## src/rtl/ap_hs_pkg.sv

```systemverilog
// rtl/ap_hs_pkg.sv - shared types and reference helpers for ap_hs_responder
package ap_hs_pkg;

  // Control states of the responder
  typedef enum logic [1:0] {
    IDLE = 2'd0,
    RUN  = 2'd1,
    DONE = 2'd2
  } ap_hs_state_e;

  // Cycles a job costs on top of its argument (accept + final RUN + DONE)
  localparam int unsigned JOB_OVERHEAD = 3;

  // Reference result of one job: n*(n+1)/2
  function automatic longint unsigned tri_sum(input longint unsigned n);
    return (n * (n + 64'd1)) / 64'd2;
  endfunction

  // Minimum start-to-start period of back-to-back jobs with argument arg
  function automatic int unsigned job_period(input int unsigned arg);
    return arg + JOB_OVERHEAD;
  endfunction

endpackage

```

## src/rtl/ap_hs_slave_fsm.sv

```systemverilog
// rtl/ap_hs_slave_fsm.sv - ap_ctrl_hs responder control FSM
module ap_hs_slave_fsm
  import ap_hs_pkg::*;
(
  input  logic ap_clk,
  input  logic ap_rst,
  input  logic ap_start,
  input  logic cnt_zero,
  output logic load_en,
  output logic run_en,
  output logic finish_en,
  output logic ap_ready,
  output logic ap_done,
  output logic ap_idle
);

  ap_hs_state_e state_q, state_d;

  // Next-state selection: accept in IDLE, iterate in RUN, single DONE cycle
  always_comb begin
    state_d = state_q;
    unique case (state_q)
      IDLE:    if (ap_start) state_d = RUN;
      RUN:     if (cnt_zero) state_d = DONE;
      DONE:    state_d = IDLE;
      default: state_d = IDLE;
    endcase
  end

  // State register; reset abandons any job in flight
  always_ff @(posedge ap_clk) begin
    if (ap_rst) state_q <= IDLE;
    else        state_q <= state_d;
  end

  // Handshake outputs follow the state directly so they line up with it.
  // ap_start in DONE is ignored because only IDLE looks at it.
  assign load_en   = (state_q == IDLE) && ap_start;
  assign run_en    = (state_q == RUN) && !cnt_zero;
  assign finish_en = (state_q == RUN) && cnt_zero;
  assign ap_idle   = (state_q == IDLE);
  assign ap_ready  = (state_q == DONE);
  assign ap_done   = (state_q == DONE);

endmodule

```

## src/rtl/ap_hs_responder.sv

```systemverilog
// rtl/ap_hs_responder.sv - ap_ctrl_hs responder computing an iterative triangular sum
module ap_hs_responder
  import ap_hs_pkg::*;
#(
  parameter int ARG_W = 8,
  parameter int RET_W = 2 * ARG_W
) (
  input  logic             ap_clk,
  input  logic             ap_rst,
  input  logic             ap_start,
  output logic             ap_ready,
  output logic             ap_done,
  output logic             ap_idle,
  input  logic [ARG_W-1:0] ap_arg,
  output logic [RET_W-1:0] ap_return
);

  logic load_en, run_en, finish_en, cnt_zero;

  logic [ARG_W-1:0] cnt_q, cnt_d;
  logic [RET_W-1:0] acc_q, acc_d;
  logic [RET_W-1:0] ret_q, ret_d;
  logic [RET_W-1:0] cnt_ext;

  ap_hs_slave_fsm u_fsm (
    .ap_clk    (ap_clk),
    .ap_rst    (ap_rst),
    .ap_start  (ap_start),
    .cnt_zero  (cnt_zero),
    .load_en   (load_en),
    .run_en    (run_en),
    .finish_en (finish_en),
    .ap_ready  (ap_ready),
    .ap_done   (ap_done),
    .ap_idle   (ap_idle)
  );

  assign cnt_zero = (cnt_q == '0);
  // Accumulator is as wide as the result, so the largest argument cannot overflow
  assign cnt_ext  = {{(RET_W-ARG_W){1'b0}}, cnt_q};

  // Datapath: capture argument on accept, add-and-count-down while running,
  // publish the sum on the transition into DONE
  always_comb begin
    cnt_d = cnt_q;
    acc_d = acc_q;
    ret_d = ret_q;
    if (load_en) begin
      cnt_d = ap_arg;
      acc_d = '0;
    end
    if (run_en) begin
      acc_d = acc_q + cnt_ext;
      cnt_d = cnt_q - ARG_W'(1);
    end
    if (finish_en) begin
      ret_d = acc_q;
    end
  end

  // Datapath registers; reset also clears a previously published result
  always_ff @(posedge ap_clk) begin
    if (ap_rst) begin
      cnt_q <= '0;
      acc_q <= '0;
      ret_q <= '0;
    end else begin
      cnt_q <= cnt_d;
      acc_q <= acc_d;
      ret_q <= ret_d;
    end
  end

  assign ap_return = ret_q;

endmodule

```

## config.mk

```make
export PLATFORM = sky130hd
export DESIGN_NAME = ap_hs_responder
export DESIGN_NICKNAME = d
export VERILOG_FILES = /design/src/rtl/ap_hs_pkg.sv /design/src/rtl/ap_hs_slave_fsm.sv /design/src/rtl/ap_hs_responder.sv
export SDC_FILE = /design/constraint.sdc
export NUM_CORES = 1
export LEC_CHECK = 0
export BUFFER_PORTS_ARGS = -buffer_cell sky130_fd_sc_hd__buf_2
export CORE_ASPECT_RATIO = 0.5
export CORE_UTILIZATION = 55
export DETAILED_ROUTE_END_ITERATION = 10
export PLACE_DENSITY = 0.88
export SYNTH_ARGS = -nofsm -noshare
export SYNTH_HDL_FRONTEND = slang
export SYNTH_HIERARCHICAL = 1
export SYNTH_SLANG_ARGS = --single-unit
```

## constraint.sdc

```tcl
create_clock -name ap_clk -period 3.25 [get_ports ap_clk]
set_input_delay 0.325 -clock ap_clk [delete_from_list [all_inputs] [get_ports ap_clk]]
set_output_delay 0.325 -clock ap_clk [all_outputs]
set_load 0.005 [all_outputs]
```

Yosys cells after proc, flatten, opt, wreduce, memory -nomap -nowiden
Index checks and enable logic that the tools add are counted.
{"block": "totals", "regBits": 42, "out_inout_bits": 19}
{"block": "op_classes", "add_sub_neg": 2, "n_mux": 7, "eq_ne": 4, "reduce_logical": 8}
{"op": "$mux 16", "n": 2}
{"op": "$add 16x8->16", "n": 1}
{"op": "$mux 8", "n": 2}
{"op": "$logic_not 8->1", "n": 1}
{"op": "$sub 8x1->8 const B", "n": 1}
{"op": "$mux 2", "n": 2}
{"op": "$pmux 2 s2", "n": 1}
{"op": "$logic_and 1x1->1", "n": 3}
{"op": "$eq 2x1->1 const B", "n": 1}
{"op": "$eq 2x2->1 const B", "n": 1}
{"op": "$logic_not 2->1", "n": 1}
{"op": "$ne 2x1->1 const B", "n": 1}
{"op": "$ne 2x2->1 const B", "n": 1}
{"op": "$reduce_and 2->1", "n": 1}
{"op": "$reduce_bool 2->1", "n": 1}
{"op": "$logic_not 1->1", "n": 1}

Logic depth before layout (Yosys ltp)
Gate-level depths: netlist (run 1).
{"block": "logic_depth", "depth_word": 4, "mapped_depth": 12, "depth_no_buf": 11}

By module
The synthesis (run 1) kept the hierarchy.
{"module": "ap_hs_responder", "cells_per_inst": 231, "instances": 1, "area_each_um2": 2042.0}
{"module": "ap_hs_slave_fsm", "cells_per_inst": 11, "instances": 1, "area_each_um2": 103.8}

Worst setup path after synthesis (run 1)
OpenSTA, ideal clock, no wires.
{"block": "synth_path", "kind": "register to register", "start": "reg cnt_q[0]", "end": "reg cnt_q[7]", "path_stages_with_launch": 13, "required_time_ps": 3180, "n_path_buf": 1, "path_slack_ps": 647, "arrival_ps": 2532, "setup_time_ps": 70, "period_less_slack_ps": 2603, "path_cell_list": "dfxtp_1 -> inv_1 -> ha_1 -> nor3b_1 -> nand2_1 -> nor3_1 -> nor3b_1 -> buf_4 -> or4b_1 -> or2_4 -> nor4_4 -> mux2_1 -> a21oi_1"}
{"block": "synth_via", "elab_chain_len": 4, "word_cells_on_any_way": 6}
{"item": "from (decl)", "line_no": "ap_hs_responder.sv:20", "text": "logic [ARG_W-1:0] cnt_q, cnt_d;"}
{"item": "from (signal assigned)", "line_no": "ap_hs_responder.sv:68", "text": "cnt_q <= cnt_d;"}
{"item": "$logic_not 8->1 *", "line_no": "ap_hs_responder.sv:38", "text": "assign cnt_zero = (cnt_q == '0);"}
{"item": "via cnt_zero", "line_no": "ap_hs_responder.sv:18", "text": "logic load_en, run_en, finish_en, cnt_zero;"}
{"item": "$logic_not 1->1 *", "line_no": "ap_hs_slave_fsm.sv:39", "text": "assign run_en = (state_q == RUN) && !cnt_zero;"}
{"item": "$logic_and 1x1->1 *", "line_no": "ap_hs_slave_fsm.sv:39"}
{"item": "via run_en", "line_no": "ap_hs_responder.sv:18"}
{"item": "$mux 8 / $reduce_bool 2->1 (equally long branches)"}
Mark *: on every way through the listed nets, which the timed path passes. The rest lies on a longest branch.
A chain may end at the register's enable or synchronous reset.

Final worst setup path (run 1)
Same ends and word-level chain as after synthesis.

==> results of run 1 <==
[flip-flops by register name, summed over array words and instances, names as in the netlist]
register	count
ap_return	16
u_fsm/state_q	2
acc_q	16
cnt_q	8
[worst max-delay path by stage]
stage | start | end | slack (ps) | depth (start not counted)
after global placement | cnt_q[0] | cnt_q[7] | 670 | 11
after floorplan | cnt_q[0] | cnt_q[7] | 650 | 12
after detailed placement | cnt_q[0] | cnt_q[7] | 630 | 11
final | cnt_q[0] | cnt_q[7] | 580 | 11
after global routing | cnt_q[1] | acc_q[10] | 330 | 10
after CTS | cnt_q[1] | cnt_q[7] | 610 | 11
[metrics by stage]
stage | hold slack [ps] | utilization (%) | power, mW | setup WS, ps
floorplan | 397 | - | 1.04 | 647
detailed placement | 478 | 64.4 | 1.14 | 629
finish | 259 | 67.4 | 1.56 | 576
global route | 272 | 67.4 | 1.64 | 325
CTS | 255 | 67.4 | 1.55 | 610
global placement | 468 | 64.4 | 1.12 | 671
[logic make-up (layout without fill, tap and decap cells)]
group / count (synthesis) / after routing / synth area share (%)
and+or+nand+nor: 89 / 89 / 22.4
AOI/OAI and AO/OA: 57 / 57 / 17.8
DFF: 42 / 42 / 39.2
buffers and inverters: 22 / 47 / 4.31
muxes: 17 / 17 / 7.99
adders and majority gates: 10 / 10 / 6.18
xor gates and xnor gates: 5 / 5 / 2.04
[worst min-delay path: cells and delay by family]
family	cells	cell delay, ps
AND/OR/NAND/NOR	1	50
AO/OA/AOI/OAI	1	50
buffers and inverters	1	90
[cell usage after synthesis, drive strengths merged (2+ instances only)]
| cell type | count | area share, % |
|---|---|---|
| a211oi | 4 | 1.6 |
| a21o | 2 | 0.70 |
| a21oi | 18 | 4.2 |
| a31oi | 6 | 1.7 |
| a32oi | 2 | 0.82 |
| buf | 4 | 1.1 |
| clkbuf | 9 | 1.6 |
| dfxtp | 42 | 39 |
| ha | 9 | 5.2 |
| inv | 9 | 1.6 |
| mux2i | 16 | 7.5 |
| nand2 | 15 | 2.6 |
| nand2b | 6 | 1.7 |
| nand3 | 4 | 0.93 |
| nand3b | 4 | 1.4 |
| nand4 | 2 | 0.58 |
| nor2 | 32 | 5.6 |
| nor2b | 5 | 1.5 |
| nor3 | 2 | 0.47 |
| nor3b | 5 | 1.7 |
| o211ai | 8 | 2.8 |
| o21ai | 9 | 2.3 |
| or3 | 4 | 1.2 |
| or4b | 3 | 1.4 |
| xor2 | 4 | 1.6 |
[final cells by class]
| type | count | area share, % |
|---|---|---|
| Multi-Input combinational cell | 178 | 50.4 |
| Sequential cell | 42 | 34.8 |
| Timing Repair Buffer | 30 | 6.32 |
| Clock buffer | 7 | 3.16 |
| Tap cell | 51 | 2.64 |
| Inverter | 9 | 1.40 |
| Clock inverter | 1 | 1.24 |
[power groups by stage]
stage / clock (mW) / combinational [mW] / sequential (mW)
final: 0.413 / 0.508 / 0.636
after global routing: 0.434 / 0.560 / 0.643
after CTS: 0.412 / 0.503 / 0.633
after detailed placement: 0 / 0.498 / 0.645
after global placement: 0 / 0.479 / 0.642
after floorplan: 0 / 0.417 / 0.624
[per-layer routing]
metal	GRT usage, %	share of wire [%]
met5	0	0
met4	11.0	0.85
met3	6.93	6.4
met2	41.4	45
met1	30.3	48
==> out/qor.yml, run 1 <==
outcome:
  status: "complete, no violations"
setup_path:
  required_ps: 3480
  slowest_delay_ps: 470
  crit_fanout: 4
  cp_top_family: "simple AND/OR/NAND/NOR gates"
  r2r_end: "cnt_q[7]"
  arrival_ps: 2900
  r2r-start: "cnt_q[0]"
  worstSetupStartpointType: "register"
  critPathBufInv: 1
  worstPathCellList: "inv_1 -> ha_1 -> nor3b_1 -> nand2_1 -> nor3_1 -> nor3b_2 -> or4b_1 -> or2_4 -> nor4_4 -> mux2_1 -> a21oi_1"
  slowest_stage: "or4b_1"
  reg2reg_depth: 11
  cp-end-kind: "register"
  reg2reg_setup_slack_ps: 580
  crit_type: "register to register"
global_route:
  grt_overflow: 0
  antenna_found_initial: 0
  grt_max_degree: 42
  grt_pass1_wl_mm: 7.67
  grt_usage_pct: 24.5
  grt_pass1_vias: 1640
routing:
  dr.pass1.iters: 4
  drc: 0
  wl_mm: 4.81
  wl_per_cell_um: 15.1
  drt_iter0_markers: 188
  dr_total_vias: 1827
  drtAntennaViolNets: 0
  viasPerCell: 5.75
logic_synthesis:
  synth.avg_cell_area_um2: 8.87
  async_flop_share_pct: 0
  ys_ff_latch: 42
  syn_area_mm2: 0.00215
  ys.flop_type: "dfxtp_1"
  synth_cells: 242
  synth-edff-count: 0
  synth-seq-area-share_pct: 39.2
  synth_cell_types: 49
  syn-num-nets: 263
  ys_warn_count: 6
pwr:
  p_clk_share_pct: 26.5
  seqPwrFrac_pct: 40.9
  switchingPower_mw: 0.553
  p_leak_nw: 0.938
  p_int_mw: 1.00
  powerDensity_mw_per_mm2: 645
  ir_drop_v: 0.000248
  p_sw_share_pct: 35.5
  p_comb_share_pct: 32.6
sta:
  clock.fmax_mhz: 374
  hold_viol: 0
  rsz0062_at_grt: "no"
  setup_viol: 0
  fin_skew_ps: 14.4
  slew_viol_final: 0
  slew_headroom_pct: 50.6
  fin_crit_ps: 2670
  tns_ps: 0
  worst_slew_pin_slew_ps: 741
  period_share_pct: 82.3
cts:
  cts.path.max_buffers: 2
  clk_pin_slew_ps: 80
  cts_tree: "yes"
  cts_buffers: 5
  cts_resized: 0
  post-cts-setup-buffers: 0
  clkSinkCount: 42
  htreeDepth: 2
  clk_latency_ps: 310
  ctsHoldBuffers: 0
  cts_root_buf: "clkbuf_8"
layout:
  area_delta_synth_final_pct: 12.5
  finalNonFillerCells: 318
  final_cell_area_mm2: 0.00241
  finish.net_count: 287
  final_common_cell: "dfxtp_1"
  regArea_um2: 841
  antenna_cells: 0
  final_cell_mix: "42 x dfxtp_1, 32 x nor2_1, 29 x buf_2"
  multi_input_area_mm2: 0.00122
  fill_cells: 278
  drive_above_1_share_pct: 16.5
run:
  drv_cap: 0
place:
  numPortBuffers: 29
  dpl_cell_area_mm2: 0.00231
  dp.cells: 310
  dp_hpwl_mm: 3.32
  gp_congestion: 0.885
floorplan:
  io_pins: 30
  num_rows: 15
  dieArea_mm2: 0.00417
  die_width_um: 90.3
  core_area_mm2: 0.00358
  die_h_um: 46.2
  start_util_pct: 59.9
hold_path:
  hold_path_class: "input port to register"
  hold-path-endpoint: "cnt_q[7]"
  worstHoldStart: "ap_arg[7]"
  hold_depth: 3
Power figures use the tool's default switching activity.
==> run 2: changes to the inputs <==
--- a/config.mk
+++ b/config.mk
@@ -5,11 +5,12 @@
 export SDC_FILE = /design/constraint.sdc
 export NUM_CORES = 1
 export LEC_CHECK = 0
+export ABC_AREA = 1
 export BUFFER_PORTS_ARGS = -buffer_cell sky130_fd_sc_hd__buf_2
 export CORE_ASPECT_RATIO = 0.5
-export CORE_UTILIZATION = 55
+export CORE_UTILIZATION = 52
 export DETAILED_ROUTE_END_ITERATION = 10
-export PLACE_DENSITY = 0.88
+export PLACE_DENSITY = 0.87
 export SYNTH_ARGS = -nofsm -noshare
 export SYNTH_HDL_FRONTEND = slang
 export SYNTH_HIERARCHICAL = 1
==> constraint.sdc (replaced) <==
create_clock -name ap_clk -period 2.45 [get_ports ap_clk]
set_input_delay 0.245 -clock ap_clk [delete_from_list [all_inputs] [get_ports ap_clk]]
set_output_delay 0.245 -clock ap_clk [all_outputs]
set_load 0.005 [all_outputs]
==> run 2 against run 1 <==
  * Sequential cell count unchanged
  * Final area up 9.5%
  * Critical endpoint is now cnt_q[3]
  * Fmax up 21%
==> out/qor.yml, run 2 <==
global_route:
  grt_usage_pct: 28.2  # +3.7 points
  grtUsageMet3_pct: 5.92  # -1.0 points
  grt_pass1_wl_mm: 10.0  # +31%
  met2_usage_pct: 40.0  # -1.4 points
  grt_max_degree: 27  # -36%
  antenna_found_initial: 0  # unchanged
  grt_overflow: 0  # unchanged
  grt_pass1_vias: 2199  # +34%
  grt_busiest_layer: "met1"
  grt_use_met1_pct: 41.0  # +11 points
setup_path:
  cp-end-kind: "register"
  worstSetupStartpointType: "register"
  crit_fanout: 13  # +9
  reg2reg_setup_slack_ps: 240  # -340 ps
  arrival_ps: 2460  # -440 ps
  crit_type: "register to register"
  required_ps: 2690  # -790 ps
cts:
  clkSinkCount: 42  # unchanged
  clk_latency_ps: 310  # about the same
  cts_root_buf: "clkbuf_8"
  cts_buffers: 5  # unchanged
  htreeDepth: 2  # unchanged
  post-cts-setup-buffers: 0  # unchanged
  cts.path.max_buffers: 2  # unchanged
  cts_tree: "yes"
  clk_pin_slew_ps: 80  # about the same
routing:
  drtAntennaViolNets: 0  # unchanged
  drt_iter0_markers: 139  # -26%
  drc: 0  # unchanged
  dr_total_vias: 2334  # +28%
  dr.pass1.iters: 5  # +1
  wl_mm: 5.89  # +22%
  viasPerCell: 5.43  # -5.5%
  wl_per_cell_um: 13.7  # -9.4%
sta:
  period_share_pct: 90.3  # +8.0 points
  slew_headroom_pct: 54.3  # +3.7 points
  fin_crit_ps: 2210  # -462 ps
  setup_viol: 0  # unchanged
  slew_viol_final: 0  # unchanged
  fin_skew_ps: 7.37  # -7.04 ps
  hold_viol: 0  # unchanged
  clock.fmax_mhz: 452  # +21%
  tns_ps: 0  # unchanged
  rsz0062_at_grt: "no"
  worst_slew_pin_slew_ps: 685  # -56.2 ps
layout:
  finish.net_count: 396  # +38%
  final_cell_mix: "81 x nand2_1, 48 x nor2_1, 42 x dfxtp_1"
  antenna_cells: 0  # unchanged
  drive_above_1_share_pct: 16.0  # -0.52 points
  final_common_cell: "nand2_1"
  final_cell_area_mm2: 0.00265  # +9.5%
  area_delta_synth_final_pct: 14.9
logic_synthesis:
  synth-seq-area-share_pct: 36.5  # -2.7 points
  synth.largest_area_cell: "dfxtp_1"
  yosys-top-cells-area: "dfxtp_1 37%, nand2_1 13%, nor2_1 7.8%"
  synth-edff-count: 0  # unchanged
  ys_warn_count: 6  # unchanged
  async_flop_share_pct: 0  # unchanged
  syn_area_mm2: 0.00230  # +7.3%
  synth_cell_types: 34  # -31%
  syn-num-nets: 365  # +39%
  synth.avg_cell_area_um2: 6.69  # -25%
  synth_top_area_share_pct: 36.5  # -2.7 points
  ys_ff_latch: 42  # unchanged
  ys.flop_type: "dfxtp_1"
  synth_cells: 344  # +42%
  synth_common_cells: "81 x nand2_1, 48 x nor2_1, 42 x dfxtp_1, 41 x inv_1, 29 x a21oi_1"
  synth_most_common_cell: "nand2_1"
run:
  drv_cap: 0  # unchanged
pwr:
  power_mw: 2.14  # +38%
  p_leak_nw: 1.29  # +38%
  powerDensity_mw_per_mm2: 810  # +26%
  ir_drop_v: 0.000321  # +30%
hold_path:
  hold_path_class: "input port to register"
floorplan:
  num_rows: 16  # +1
  core_area_mm2: 0.00406  # +13%
  io_pins: 30  # unchanged
  die_width_um: 96.1  # +6.4%
  die_h_um: 49.1  # +6.2%
  start_util_pct: 56.7  # -3.2 points
  dieArea_mm2: 0.00471  # +13%
place:
  gp_congestion: 0.935  # +5.6%
  dp_hpwl_mm: 4.43  # +33%
  numPortBuffers: 29  # unchanged
  dpl_cell_area_mm2: 0.00250  # +8.4%
outcome:
  status: "complete, no violations"
## run 2: cell types whose count changed in the layout (fill, tap and decap cells not counted), sizes merged, moves of 4 or more
cell,delta
nand2,+69
inv,+34
nand3,+22
nor2,+18
mux2i,-16
o21ai,+15
a21oi,+13
o211ai,-8
buf,+5
nand2b,-5
nor2b,-5
nor3b,-5
or3,-4
## run 2: cell type report
| cell class | instances | area, µm² |
|---|---|---|
| clock inverters | 3 | 68.8 |
| multi-input cells | 248 | 1240 |
| clock buffers | 5 | 68.8 |
| inverters | 43 | 164 |
| flip-flops and latches | 42 | 841 |
| repair buffers | 35 | 190 |
| fillers | 338 | 1420 |
| well taps | 54 | 67.6 |
## run 2: final timing paths
check | startpoint | end | depth (start not counted)
max | cnt_q[1] | cnt_q[3] | 16
min | ap_start | u_fsm/state_q[0] | 3
max reg2reg | cnt_q[1] | cnt_q[3] | 16
min reg2reg | ap_return[2] | ap_return[2] | 2
## run 2: worst max-delay path, cell delays in order (launching register included)
cell and delay, ps:
dfxtp_1 330, inv_1 120, ha_2 220, nand2_1 50
nor2_1 110, nand2_1 100, nor3_1 140, inv_1 90
nand3_1 130, inv_1 120, inv_2 140, nand2_2 110
inv_4 140, nand2_1 70, o21ai_0 100, a21oi_1 90
nor2_1 80
## run 2: what timing repair did
item                       in CTS  in global routing
gates resized for setup         0                  2
hold buffers                    0                  0
setup endpoints to repair       0                  6
## run 2: kinds of logic after synthesis
logic type               share of synthesized area [%]
AO/OA/AOI/OAI                                     14.8
XOR/XNOR                                         0.761
buffers and inverters                             9.51
adder cells (fa/ha/maj)                           5.76
flip-flops                                        36.5
AND/OR/NAND/NOR                                   32.6
## run 2: power breakdown
part / total (mW) / internal [mW] / switching [mW] / leakage, nW
clock: 0.669 / 0.408 / 0.261 / 0.0683
sequential: 0.849 / 0.772 / 0.0772 / 0.341
combinational: 0.624 / 0.233 / 0.392 / 0.882
total: 2.14 / 1.41 / 0.730 / 1.29
## run 2: per-layer routing
metal / vias to the layer above / part of all wire [%]
met5: - / 0
met4: 0 / 2.1
met3: 15 / 8.8
met2: 111 / 42
met1: 1042 / 47
li1: 1166 / -
## run 2: metrics by stage
stage	setup slack [ps]	util [%]	instances	hold WS (ps)
floorplan	448	-	344	307
global route	7.66	65.1	430	223
detailed placement	263	61.6	422	483
CTS	218	65.0	430	206
global placement	372	61.6	422	478
finish	238	65.1	430	215
==> run 3: changes to the inputs <==
--- a/config.mk
+++ b/config.mk
@@ -5,12 +5,11 @@
 export SDC_FILE = /design/constraint.sdc
 export NUM_CORES = 1
 export LEC_CHECK = 0
-export ABC_AREA = 1
 export BUFFER_PORTS_ARGS = -buffer_cell sky130_fd_sc_hd__buf_2
 export CORE_ASPECT_RATIO = 0.5
-export CORE_UTILIZATION = 52
+export CORE_UTILIZATION = 51
 export DETAILED_ROUTE_END_ITERATION = 10
-export PLACE_DENSITY = 0.87
+export PLACE_DENSITY = 0.86
 export SYNTH_ARGS = -nofsm -noshare
 export SYNTH_HDL_FRONTEND = slang
 export SYNTH_HIERARCHICAL = 1
==> run 3 against run 2 <==
  * The flow now finishes with violations (negative setup slack)
  * Largest cell class unchanged
  * Critical path depth is 5 lower
  * Sequential cell count stayed put
  * Clock skew is 4.6 ps lower
  * Utilization is 0.57 points higher
  * Worst setup slack worse by 280 ps
  * Highest routed layer unchanged
  * Register-to-register slack worse by 280 ps
  * Fmax is 11% lower
  * Global-route usage is 6.0 points lower
  * Final area is 1.6% lower
  * First-iteration DRC count is 4.3% higher
  * Clock power is 31% lower
==> out/qor.yml, run 3 (synthesized netlist as in run 1, its figures left out) <==
outcome:
  status: "finished, violations left"
  violations: "negative setup slack"
setup_path:
  reg2reg_depth: 11  # -5
  r2r-start: "cnt_q[1]"
  slowest_stage: "or4b_4"
  cp-end-kind: "register"
  arrival_ps: 2720  # +260 ps
  critPathBufInv: 1  # -4
  required_ps: 2680  # about the same
  crit_fanout: 3  # -10
  cp_top_family: "simple AND/OR/NAND/NOR gates"
  r2r_end: "cnt_q[7]"
  slowest_delay_ps: 510  # +180 ps
  worstPathCellList: "inv_2 -> ha_4 -> nor3b_4 -> nand2_2 -> nor3_2 -> nor3b_2 -> or4b_4 -> or2_4 -> nor4_4 -> mux2_4 -> a21oi_2"
  worstSetupStartpointType: "register"
  reg2reg_setup_slack_ps: -50  # -280 ps
  crit_type: "register to register"
floorplan:
  die_h_um: 47.9  # -2.4%
  dieArea_mm2: 0.00449  # -4.8%
  core_area_mm2: 0.00396  # -2.5%
  die_width_um: 93.7  # -2.5%
  io_pins: 30  # unchanged
  num_rows: 16  # unchanged
  start_util_pct: 54.1  # -2.5 points
sta:
  hold_slack_ps: 207  # -8.10 ps
  hold_viol: 0  # unchanged
  fin_skew_ps: 2.80  # -4.57 ps
  slew_headroom_pct: 50.9  # -3.4 points
  worst_slack_ps: -45.4  # -283 ps
  clock.fmax_mhz: 401  # -11%
  worst_slew_pin_slew_ps: 737  # +52.5 ps
  rsz0062_at_grt: "yes"
  tns_ps: -45.4  # -45.4 ps
  period_share_pct: 102  # +12 points
  setup_viol: 1  # +1
  fin_crit_ps: 2500  # +283 ps
  slew_viol_final: 0  # unchanged
layout:
  area_delta_synth_final_pct: 21.3
  fill_cells: 309  # -8.6%
  final_cell_mix: "40 x dfxtp_1, 32 x nor2_1, 29 x buf_2"
  drive_above_1_share_pct: 27.2  # +11 points
  finish.net_count: 303  # -23%
  final_util_pct: 65.7  # +0.57 points
  final_cell_area_mm2: 0.00260  # -1.6%
  final_common_cell: "dfxtp_1"
  antenna_cells: 0  # unchanged
  finalNonFillerCells: 337  # -22%
routing:
  wl_mm: 5.29  # -10%
  drc: 0  # unchanged
  wl_per_cell_um: 15.7  # +15%
  viasPerCell: 5.88  # +8.2%
  dr.pass1.iters: 5  # unchanged
  drt_iter0_markers: 145  # +4.3%
  drtAntennaViolNets: 0  # unchanged
  dr_total_vias: 1980  # -15%
run:
  drv_cap: 0  # unchanged
global_route:
  antenna_found_initial: 0  # unchanged
  grt_overflow: 0  # unchanged
  grt_pass1_vias: 1610  # -27%
  grt_max_degree: 42  # +56%
  grt_pass1_wl_mm: 7.38  # -26%
  grt_usage_pct: 22.2  # -6.0 points
cts:
  ctsHoldBuffers: 0  # unchanged
  cts_tree: "yes"
  clk_pin_slew_ps: 80  # about the same
  cts_buffers: 5  # unchanged
  clk_latency_ps: 290  # -20 ps
  cts_root_buf: "clkbuf_8"
  htreeDepth: 2  # unchanged
  clkSinkCount: 42  # unchanged
  cts.path.max_buffers: 2  # unchanged
pwr:
  powerDensity_mw_per_mm2: 877  # +8.3%
  ir_drop_v: 0.000375  # +17%
  power_mw: 2.28  # +6.6%
  p_leak_nw: 1.04  # -19%
place:
  numPortBuffers: 29  # unchanged
  dpl_cell_area_mm2: 0.00245  # -2.2%
  gp_congestion: 0.910  # -2.7%
  dp.cells: 327  # -23%
  dp_hpwl_mm: 3.47  # -22%
  post-place-ws_ps: -50.3  # -313 ps
hold_path:
  hold_path_class: "input port to register"
  hold-path-endpoint: "cnt_q[7]"
  hold_depth: 3  # unchanged
  worstHoldStart: "ap_arg[7]"
## run 3: cell count changes in the layout (fill, tap and decap cells not counted), sizes merged, moves of 4 or more
| cell | delta |
|---|---|
| or3 | +4 |
| nand2 | -69 |
| nor2 | -18 |
| mux2i | +16 |
| o211ai | +8 |
| nand2b | +5 |
| buf | +11 |
| a21oi | -13 |
| nor2b | +5 |
| nor3b | +5 |
| nand3 | -22 |
| o21ai | -15 |
| inv | -34 |
## run 3: worst max path at each step
stage,slack (ps),depth (start not counted),from,endpoint
after floorplan,-120,12,cnt_q[1],cnt_q[7]
after global placement,30,11,cnt_q[1],cnt_q[7]
after detailed placement,-50,11,cnt_q[1],cnt_q[7]
after CTS,4,11,cnt_q[1],cnt_q[7]
after global routing,-140,11,cnt_q[1],cnt_q[7]
final,-50,11,cnt_q[1],cnt_q[7]
## run 3: area by class of cell
type	count	area, µm²	share of cell area [%]
Timing Repair Buffer	46	277	10.6
Clock buffer	6	82.6	3.17
Inverter	9	33.8	1.30
Tap cell	54	67.6	2.60
Multi-Input combinational cell	178	1290	49.4
Clock inverter	2	12.5	0.481
Sequential cell	42	843	32.4
## run 3: metal layers
metal / GRT usage (%) / routed length [µm]
met1: 28.0 / 2330
met2: 37.7 / 2460
met3: 5.24 / 352
met4: 10.2 / 153
met5: 0 / 0
## run 3: worst register-to-register path, cell delays in order, from the launching register on
cell     delay (ps)
dfxtp_2         340
inv_2            50
ha_4            160
nor3b_4         160
nand2_2          80
nor3_2           50
nor3b_2         220
or4b_4          510
or2_4           270
nor4_4          150
mux2_4          330
a21oi_2         110
## run 3: report_power, final
part	internal (mW)	leakage [nW]	total, mW	switching [mW]
Clock	0.226	0.0472	0.462	0.236
Sequential	0.753	0.341	0.832	0.0783
Combinational	0.453	0.652	0.989	0.536
## run 3: repair_timing
item,CTS,global route
pin swaps,3,4
gates resized for setup,2,8
buffers inserted,2,1
cloned,0,0
setup endpoints to repair,1,9
